--- src/rtl/sccb_cmd_arbiter.sv ---
// Round-robin arbiter sharing one SCCB write engine among NUM_REQ command sources.
// Optional feature macro: SCCB_ARB_PRIO0_EN (requester 0 gets strict priority).
module sccb_cmd_arbiter #(
  parameter int          NUM_REQ        = 2,
  parameter logic [15:0] GAP_CYCLES     = 16'd5000,
  parameter logic [23:0] TIMEOUT_CYCLES = 24'd1000000
) (
  input  logic                   clk,
  input  logic                   rst,
  input  logic [NUM_REQ-1:0]     req,
  input  logic [16*NUM_REQ-1:0]  cmd,
  output logic [NUM_REQ-1:0]     ack,
  output logic [NUM_REQ-1:0]     err,
  output logic [NUM_REQ-1:0]     grant,
  output logic                   busy,
  output logic                   sccb_send,
  output logic [7:0]             sccb_rega,
  output logic [7:0]             sccb_value,
  input  logic                   sccb_taken
);

  localparam int PTR_W = (NUM_REQ > 1) ? $clog2(NUM_REQ) : 1;

`ifdef SCCB_ARB_PRIO0_EN
  localparam logic PRIO0 = 1'b1;
`else
  localparam logic PRIO0 = 1'b0;
`endif

  typedef enum logic [1:0] {
    S_IDLE  = 2'd0,
    S_ISSUE = 2'd1,
    S_GAP   = 2'd2
  } state_t;

  state_t               state_q, state_d;
  logic [PTR_W-1:0]     ptr_q, ptr_d;
  logic [PTR_W-1:0]     owner_q, owner_d;
  logic [15:0]          gap_q, gap_d;
  logic [23:0]          tmo_q, tmo_d;
  logic [NUM_REQ-1:0]   ack_q, ack_d;
  logic [NUM_REQ-1:0]   err_q, err_d;
  logic [NUM_REQ-1:0]   grant_q, grant_d;
  logic                 busy_q, busy_d;
  logic                 send_q, send_d;
  logic [7:0]           rega_q, rega_d;
  logic [7:0]           value_q, value_d;

  logic [PTR_W-1:0]     win_s;
  logic                 win_vld_s;
  logic [PTR_W:0]       sum_s;
  logic [PTR_W-1:0]     idx_s;
  logic [PTR_W-1:0]     next_ptr_s;

  // Winner search: first pending requester at or above the pointer, with wrap.
  always_comb begin
    win_s     = '0;
    win_vld_s = 1'b0;
    sum_s     = '0;
    idx_s     = '0;
    if (PRIO0 && req[0]) begin
      win_vld_s = 1'b1;
    end else begin
      win_vld_s = 1'b0;
    end
    for (int k = 0; k < NUM_REQ; k++) begin
      sum_s = {1'b0, ptr_q} + (PTR_W+1)'(k);
      if (sum_s >= (PTR_W+1)'(NUM_REQ)) begin
        sum_s = sum_s - (PTR_W+1)'(NUM_REQ);
      end else begin
        sum_s = sum_s;
      end
      idx_s = sum_s[PTR_W-1:0];
      if (!win_vld_s && req[idx_s] && (!PRIO0 || idx_s != '0)) begin
        win_vld_s = 1'b1;
        win_s     = idx_s;
      end else begin
        win_vld_s = win_vld_s;
      end
    end
  end

  // Pointer after completion; in priority mode serving requester 0 leaves the rotation untouched.
  always_comb begin
    if (PRIO0 && owner_q == '0) begin
      next_ptr_s = ptr_q;
    end else if (owner_q == PTR_W'(NUM_REQ - 1)) begin
      next_ptr_s = '0;
    end else begin
      next_ptr_s = owner_q + 1'b1;
    end
  end

  // Next-state and registered-output logic.
  always_comb begin
    state_d = state_q;
    ptr_d   = ptr_q;
    owner_d = owner_q;
    gap_d   = gap_q;
    tmo_d   = tmo_q;
    ack_d   = '0;
    err_d   = '0;
    grant_d = grant_q;
    send_d  = send_q;
    rega_d  = rega_q;
    value_d = value_q;
    case (state_q)
      S_IDLE: begin
        gap_d = 16'd0;
        tmo_d = 24'd0;
        if (win_vld_s) begin
          state_d          = S_ISSUE;
          owner_d          = win_s;
          grant_d          = '0;
          grant_d[win_s]   = 1'b1;
          send_d           = 1'b1;
          {rega_d, value_d} = cmd[{win_s, 4'd0} +: 16];
        end else begin
          grant_d = '0;
          send_d  = 1'b0;
        end
      end
      S_ISSUE: begin
        // taken has precedence over a simultaneous timeout expiry
        if (sccb_taken) begin
          send_d         = 1'b0;
          ack_d[owner_q] = 1'b1;
          ptr_d          = next_ptr_s;
          gap_d          = GAP_CYCLES;
          state_d        = S_GAP;
        end else if (tmo_q == TIMEOUT_CYCLES - 24'd1) begin
          send_d         = 1'b0;
          err_d[owner_q] = 1'b1;
          ptr_d          = next_ptr_s;
          gap_d          = GAP_CYCLES;
          state_d        = S_GAP;
        end else begin
          tmo_d = tmo_q + 24'd1;
        end
      end
      S_GAP: begin
        if (gap_q == 16'd0) begin
          state_d = S_IDLE;
          grant_d = '0;
          tmo_d   = 24'd0;
        end else begin
          gap_d = gap_q - 16'd1;
        end
      end
      default: begin
        state_d = S_IDLE;
        grant_d = '0;
        send_d  = 1'b0;
      end
    endcase
    busy_d = (state_d != S_IDLE);
  end

  // State and output registers.
  always_ff @(posedge clk or posedge rst) begin
    if (rst) begin
      state_q <= S_IDLE;
      ptr_q   <= '0;
      owner_q <= '0;
      gap_q   <= 16'd0;
      tmo_q   <= 24'd0;
      ack_q   <= '0;
      err_q   <= '0;
      grant_q <= '0;
      busy_q  <= 1'b0;
      send_q  <= 1'b0;
      rega_q  <= 8'd0;
      value_q <= 8'd0;
    end else begin
      state_q <= state_d;
      ptr_q   <= ptr_d;
      owner_q <= owner_d;
      gap_q   <= gap_d;
      tmo_q   <= tmo_d;
      ack_q   <= ack_d;
      err_q   <= err_d;
      grant_q <= grant_d;
      busy_q  <= busy_d;
      send_q  <= send_d;
      rega_q  <= rega_d;
      value_q <= value_d;
    end
  end

  assign ack        = ack_q;
  assign err        = err_q;
  assign grant      = grant_q;
  assign busy       = busy_q;
  assign sccb_send  = send_q;
  assign sccb_rega  = rega_q;
  assign sccb_value = value_q;

endmodule
--- config.mk ---
export PLATFORM = sky130hd
export DESIGN_NAME = sccb_cmd_arbiter
export DESIGN_NICKNAME = d
export VERILOG_FILES = /design/src/rtl/sccb_cmd_arbiter.sv
export SDC_FILE = /design/constraint.sdc
export NUM_CORES = 1
export LEC_CHECK = 0
export BUFFER_PORTS_ARGS = -buffer_cell sky130_fd_sc_hd__buf_2
export CAP_MARGIN = 5
export CORE_MARGIN = 10
export CORE_UTILIZATION = 63
export CTS_BUF_LIST = sky130_fd_sc_hd__clkbuf_4 sky130_fd_sc_hd__clkbuf_8
export DETAILED_ROUTE_END_ITERATION = 10
export GPL_TIMING_DRIVEN = 0
export PLACE_DENSITY = 0.95
export SLEW_MARGIN = 20
export SYNTH_ARGS = -nofsm -noshare
export SYNTH_HDL_FRONTEND = slang
export SYNTH_SLANG_ARGS = --single-unit
--- constraint.sdc ---
create_clock -name clk -period 5.58 [get_ports clk]
set_input_delay 0.558 -clock clk [delete_from_list [all_inputs] [get_ports clk]]
set_output_delay 0.558 -clock clk [all_outputs]
set_load 0.005 [all_outputs]
* Word level (Yosys, flattened, before mapping)
Cells that the tools add are included.
** Cells by class
- $add $sub $neg :: 6
- $lt $le $gt $ge :: 8
- Equal/unequal tests :: 8
- Shifts and indexed selects :: 1
- Muxes and demuxes :: 42
- Bitwise operators :: 2
- Reductions and logical operators :: 15
** Operator list (count)
- 24-bit two-way mux :: 3
- 24-bit one-hot mux with 3 select lines :: 1
- 16-bit two-way mux :: 3
- 16-bit one-hot mux with 3 select lines :: 1
- 32-bit by 6-bit indexed part select with 16-bit output :: 1
- 24-bit by 1-bit adder with 24-bit output, second input constant :: 1
- 24-bit by 20-bit equality test with 1-bit output, second input constant :: 1
- 2-bit two-way mux :: 11
- 1-bit two-way mux :: 18
- 16-bit zero test :: 1
- 16-bit by 1-bit subtractor with 16-bit output, second input constant :: 1
- 2-bit one-hot mux with 3 select lines :: 2
- 1-bit by 2-bit < comparator with 1-bit output, second input constant :: 4
- 2-bit != test, second input constant :: 4
- 2-bit AND reduction :: 4
- 4-bit AND reduction :: 1
- 2-bit nonzero test :: 2
- 1-bit logical AND :: 3
- 3-bit != test, second input constant :: 1
- 1-bit one-hot mux with 3 select lines :: 1
- 3-bit AND reduction :: 1
- 3-bit nonzero test :: 1
- 1-bit by 1-bit adder with 2-bit output, second input constant :: 1
- 1-bit demux with 1-bit select :: 2
- 10 further kinds :: 13
** Word-level totals
- Register bits after elaboration :: 68
- Bits of input ports :: 37
- Output and inout port bits :: 24
- Word-level logic and storage cells :: 94

* Depth between registers and ports, before layout
Gate-level depths: netlist of the first run.
- Depth in word-level cells :: 14
- Depth in mapped cells :: 9
- Gate-level depth less buffers :: 8

* Worst setup path after synthesis of the first run
No wires, ideal clock.
- Kind :: flip-flop to flip-flop
- Start point :: reg gap_q[0]
- End point :: reg tmo_q[18]
- Setup time :: 0.078 ns
- Arrival time :: 2.240 ns
- Data required time :: 5.502 ns
- Slack :: 3.262 ns
- Cell stages (with the launch flop) :: 10
- Path buffers :: 1
- Clock period less this slack :: 2.318 ns
- Path through :: dfrtp_1 inv_1 ha_1 or3b_2 o41ai_4 and2_1 buf_6 nand3_4 or3_1 a21oi_1
** On the way
- Longest elaborated chain between the ends :: 3
** Ends and longest elaborated chain
- from (decl) :: RTL line 39 : logic [15:0] gap_q, gap_d;
- from (signal assigned) :: RTL line 178 : gap_q <= gap_d;
- 16-bit zero test :: RTL line 142 : if (gap_q == 16'd0) begin
- 2-bit != test (no source line)
- 4-bit AND reduction (no source line)
- to (signal assigned) :: RTL line 179 : tmo_q <= tmo_d;
- to (decl) :: RTL line 40 : logic [23:0] tmo_q, tmo_d;
Every way passes these cells.
A chain may end at the register's enable or synchronous reset.

* Worst setup path after layout of the first run
- Start point :: reg gap_q[0]
- End point :: reg tmo_q[9]
Same word-level chain as after synthesis.

==> out/qor.yml, run 1 <==
status: "complete, no violations"
synthesis.nets: 442
path_class: "reg2reg"
p_leak_nw: 1.890
cts_buffers: 9
slew_viol_final: 0
syn_inst: 398
syn_to_final_growth_pct: 17.39
cts_tree: "yes"
synth_top_family_by_area: "simple AND/OR/NAND/NOR gates"
clk_pin_slew_worst_paths_ns: 0.08
grt_first_pass_wirelength_mm: 15.38
crit_slowest_cell: "or3b_2"
synth-edff-count: 0
drc: 0
grt_start_max_net_pins: 39
ys_warn_count: 0
fin_crit_ns: 2.922
antenna_found_initial: 0
worst_path_largest_cell_delay_ns: 0.49
dr.first_iter.drc_count: 254
die_area_um2: 9147
rsz0062_at_grt: "false"
setup_viol: 0
cp_max_fo: 10
avgRoutedWirePerCell_um: 16.97
rows: 27
cts_hold_buf: 0
cts_root_buffer: "clkbuf_8"
cts_setup_buffers: 0
place_congestion: 0.8606
coreArea_um2: 5540
synth_cell_types: 49
cts.sinks: 68
portBuffers: 60
worst_slew_pin_slew_ns: 0.9868
post-dp-hpwl_mm: 6.714
crit_required_ns: 5.78
synth.avg_cell_area_um2: 9.057
crit_family: "simple AND/OR/NAND/NOR gates"
path_cells: "inv_1 > ha_1 > or3b_2 > o41ai_4 > nand2b_2 > nor2_1 > clkbuf_1 > nor2_1"
yosys.area_share.xor_xnor_pct: 4.859
cts_buffer_depth: 2
finClkSkew_ns: 0.01198
drive_above_1_share_pct: 20.25
cp_num_buf_inv: 2
cts.repair.resized: 0
finalHoldViolCount: 0
dieWidth_um: 95.64
endpoint_kind: "flip-flop"
antenna_left: 0
startpoint_type: "flip-flop"
mostFrequentLayoutCell: "dfrtp_1"
grt_overflow: 0
arrival_ns: 3.12
initial_utilization_pct: 65.06
yosysSeqAreaShare_pct: 47.21
crit_top_cell: "nor2_1"
maxCapViolCount: 0
period_share_pct: 52.37
synth_compound_area_share_pct: 17.01
synth_area_leader_cell: "dfrtp_1"
ios: 61
worstHoldPathType: "in2async"
synth_ff_type: "dfrtp_1"
vdd_ir_drop_max_mv: 0.3919
antennaDiodeCount: 0
drtPass1Iterations: 5
ys_ff_latch: 68
fin_nets: 514
tns_ns: 0
synthAdderAreaFrac_pct: 2.430
avgViaCountPerCell: 6.209
htree_levels: 3
grtUsageTotal_pct: 21.11
muxShareOfSynthArea_pct: 0
yosys.area_share.simple_pct: 24.78
slew_headroom_pct: 33.82
worst_hold_slack_ns: 0.1864
die_h_um: 95.64
final_cell_mix: "68 x dfrtp_1, 62 x buf_2, 57 x nand2_1"
syn-cell-area_um2: 3605
vias: 3390
synth_top_area_share_pct: 47.21
async_flop_share_pct: 100.0
p_per_area_nw_per_um2: 486.0
ys_top_cells_by_area: "dfrtp_1 47%, nand2_1 5.9%, nor2_1 5.6%"
clock_latency_ns: 0.36
fmax_ghz: 0.3422
wirelength_mm: 9.265
grt_pass1_vias: 3408
path summary, 6_finish.rpt:
check / startpoint / end / slack [ns] / depth (start not counted)
setup / recovery: gap_q[0]$_DFFE_PP0P_ / tmo_q[9]$_DFFE_PP0P_ / 2.66 / 8
hold / removal: rst / sccb_value[5]$_DFFE_PP0P_ / 0.19 / 2
setup reg to reg: gap_q[0]$_DFFE_PP0P_ / tmo_q[9]$_DFFE_PP0P_ / 2.66 / 8
hold reg to reg: grant[0]$_DFFE_PP0P_ / grant[0]$_DFFE_PP0P_ / 0.49 / 2
max in group asynchronous: rst / tmo_q[9]$_DFFE_PP0P_ / 4.86 / 3
min in group clk: cmd[15] / sccb_rega[7]$_DFFE_PP0P_ / 0.41 / 3
power breakdown:
part           internal [mW]  switching, mW  leakage (nW)
combinational          0.319          0.585         0.894
sequential             0.616         0.0921         0.891
clock                  0.250          0.196         0.105
cell usage after synthesis (9+ instances only):
library cell,n
nand4_1,12
inv_1,14
nand2_1,57
nor3_1,9
a31oi_1,19
clkbuf_1,16
o21ai_0,32
dfrtp_1,68
nor2_1,54
xnor2_1,12
metal layers:
metal / track usage [%] / routed length, µm
met1: 24.45 / 3509
met2: 33.52 / 4681
met3: 7.541 / 775
met4: 11.43 / 298
met5: 0 / 0
flip-flops by register name, summed over array words and instances, names as in the netlist, 2 cells and up:
signal      cells
grant           2
gap_q          16
tmo_q          24
sccb_rega       8
ack             2
err             2
sccb_value      8
state_q         2
through the flow:
| stage | worst slack, ns | instance area (µm²) | util, % | power, mW | cells |
|---|---|---|---|---|---|
| after floorplan | 3.262 | 3605 | - | 1.314 | 398 |
| after detailed placement | 2.702 | 4018 | 72.52 | 1.599 | 531 |
| after CTS | 2.703 | 4232 | 76.38 | 2.050 | 546 |
| after global placement | 2.584 | 3995 | 72.11 | 1.550 | 530 |
| final | 2.658 | 4232 | 76.38 | 2.057 | 546 |
| after global routing | 2.522 | 4232 | 76.38 | 2.206 | 546 |
kinds of logic after synthesis:
family / count (synthesis)
simple gates: 182
compound gates: 88
flops: 68
buf+inv: 33
xor+xnor: 20
fa+ha+maj: 7
cell type report:
cell class / instances / area (µm²)
Clock buffer: 9 / 123.9
Clock inverter: 6 / 90.09
Tap cell: 72 / 90.09
Timing Repair Buffer: 61 / 320.3
Fill cell: 368 / 1309
Multi-Input combinational cell: 297 / 1769
Sequential cell: 68 / 1702
Buffer: 19 / 81.33
Inverter: 14 / 55.05
No activity file was read; power rests on OpenSTA's default activity.
==> inputs of run 2 (changes only) <==
- CORE_UTILIZATION: 63 -> 53
- PLACE_DENSITY: 0.95 -> 0.89
- clock period: 5.58 -> 2.5 ns (I/O delays scaled with it)
==> out/qor.yml, run 2 (synthesis gave the netlist of run 1 again) <==
setup_slack_ns: 0.07584  # -2.582 ns
place_congestion: 0.9049  # +5.1%
startpoint_type: "flip-flop"
place_area_um2: 4024  # +0.16%
rows: 29  # +7.4%
rsz0062_at_grt: "true"
avgRoutedWirePerCell_um: 16.12  # -5.0%
finClkSkew_ns: 0.01002  # -0.001966 ns
grt_first_pass_wirelength_mm: 15.19  # -1.2%
cts_root_buffer: "clkbuf_8"
timing.rr.end: "gap_q[3]$_DFFE_PP0P_"
die_area_um2: 10500  # +15%
post-dp-hpwl_mm: 6.603  # -1.7%
slew_viol_final: 0  # unchanged
route.met3.wl_um: 551  # -29%
fin_nets: 527  # +2.5%
setup_viol: 0  # unchanged
p_per_area_nw_per_um2: 1088  # +120%
cp_max_fo: 10  # unchanged
final_area_um2: 4423  # +4.5%
coreArea_um2: 6495  # +17%
largest_reg_flops: 24  # unchanged
antennaDiodeCount: 0  # unchanged
largest_register: "tmo_q"
drc: 0  # unchanged
reg_top3: "tmo_q: 24 flops, gap_q: 16 flops"
portBuffers: 60  # unchanged
antenna_found_initial: 0  # unchanged
worst_hold_slack_ns: 0.1302  # -0.05618 ns
n_fill_cell: 466  # +27%
grt_start_max_net_pins: 39  # unchanged
worst_slew_pin_slew_ns: 0.9459  # -0.04090 ns
cts_buffers: 9  # unchanged
maxCapViolCount: 0  # unchanged
place_ws_ns: -0.2605  # -2.963 ns
htree_levels: 3  # unchanged
cts.sinks: 68  # unchanged
arrival_ns: 2.64  # -0.48 ns
drive_above_1_share_pct: 25.00  # +4.7 points
clock_latency_ns: 0.35  # about the same
critPathCapture: "gap_q[3]$_DFFE_PP0P_"
slew_headroom_pct: 36.56  # +2.7 points
clk_pin_slew_worst_paths_ns: 0.08  # about the same
grtUsageTotal_pct: 17.84  # -3.3 points
grt_overflow: 0  # unchanged
dr_wl_met2_mm: 4.509  # -3.7%
drt-met1-wl_mm: 3.809  # +8.5%
timing.rr.start: "tmo_q[20]$_DFFE_PP0P_"
period_share_pct: 96.97  # +45 points
cts_tree: "yes"
initial_utilization_pct: 55.50  # -9.6 points
dr.first_iter.drc_count: 175  # -31%
cts_buffer_depth: 2  # unchanged
mostFrequentLayoutCell: "dfrtp_1"
worstHoldPathType: "in2reg"
fmax_ghz: 0.4125  # +21%
critPathLaunch: "tmo_q[20]$_DFFE_PP0P_"
vdd_ir_drop_max_mv: 0.6212  # +58%
crit_required_ns: 2.72  # -3.06 ns
drtPass1Iterations: 5  # unchanged
highest_layer: "met4"
ios: 61  # unchanged
dp_cells: 536  # +0.94%
r2r_slack_ns: 0.08  # -2.58 ns
syn_to_final_growth_pct: 22.70
reg2regPathDepth: 8  # unchanged
p_leak_nw: 1.992  # +5.4%
final_cell_mix: "64 x dfrtp_1, 63 x buf_2, 57 x nand2_1"
finalHoldViolCount: 0  # unchanged
path_class: "reg2reg"
avgViaCountPerCell: 5.973  # -3.8%
dieWidth_um: 102.5  # +7.1%
instances_no_fill: 565  # +3.5%
grt_pass1_vias: 3335  # -2.1%
hold_start: "cmd[15]"
antenna_left: 0  # unchanged
vias: 3375  # -0.44%
wirelength_mm: 9.106  # -1.7%
fin_crit_ns: 2.424  # -0.4983 ns
endpoint_kind: "flip-flop"
status: "complete, no violations"
die_h_um: 102.5  # +7.1%
==> run 2: changes by cell type in the layout (fill, tap and decap cells not counted), moves of 2 or more <==
cell,before,now
nor4b_1,2,0
dfrtp_2,0,4
dfrtp_1,68,64
clkbuf_1,16,12
buf_4,0,12
nor4b_2,0,2
clkbuf_2,0,2
==> run 2: how the worst min path moves through the flow <==
stage,end,slack [ns],cells after the start
finish,sccb_rega[7]$_DFFE_PP0P_,0.13,3
global route,sccb_value[7]$_DFFE_PP0P_,0.14,3
floorplan,ack[0]$_DFF_PP0_,0.37,2
detailed placement,tmo_q[14]$_DFFE_PP0P_,0.28,2
global placement,grant[0]$_DFFE_PP0P_,0.46,2
CTS,sccb_rega[7]$_DFFE_PP0P_,0.12,3
==> run 2: repair_timing <==
action | CTS | global route
endpoints found under the setup margin | 31 | 34
cloned | 0 | 0
resized for setup | 5 | 16
pin swaps | 1 | 2
endpoints found under the hold margin | 30 | 0
setup buffers | 4 | 8
hold buffers | 1 | 0
==> run 2: layout make-up <==
| type | instances | area [µm²] | area share (%) |
|---|---|---|---|
| buffer | 19 | 92.59 | 2.093 |
| clock buffer | 10 | 137.6 | 3.112 |
| clock inverter | 6 | 111.4 | 2.518 |
| inverter | 14 | 55.05 | 1.245 |
| multi-input combinational | 297 | 1803 | 40.76 |
| sequential | 68 | 1707 | 38.59 |
| tap | 77 | 96.34 | 2.178 |
| timing repair buffer | 74 | 420.4 | 9.505 |
==> run 2: worst max-delay path: stages (launching register included) <==
cell,delay (ns)
dfrtp_2,0.45
nor4_4,0.28
nand3_1,0.16
o31a_1,0.38
a311o_1,0.34
buf_2,0.19
buf_2,0.18
o21ai_0,0.19
o21ai_0,0.11
==> run 2: stage by stage <==
step	setup TNS, ns	util (%)	power [mW]
4_1_cts	0	66.58	4.726
2_1_floorplan	0	-	2.933
3_5_place_dp	-5.901	61.95	3.567
6_report	0	68.10	4.814
3_3_place_gp	-18.69	61.61	3.477
5_1_grt	-0.1382	68.10	5.132
==> run 2: per-layer routing <==
layer	vias to the layer above	global-route usage [%]
met2	143	28.70
met3	23	4.184
met1	1627	22.17
met4	0	8.351
li1	1582	-
met5	-	0
==> run 2: power breakdown <==
part / leakage, nW / internal (mW) / switching, mW
clock network: 0.122 / 0.689 / 0.425
registers: 0.885 / 1.38 / 0.185
logic: 0.985 / 0.815 / 1.32
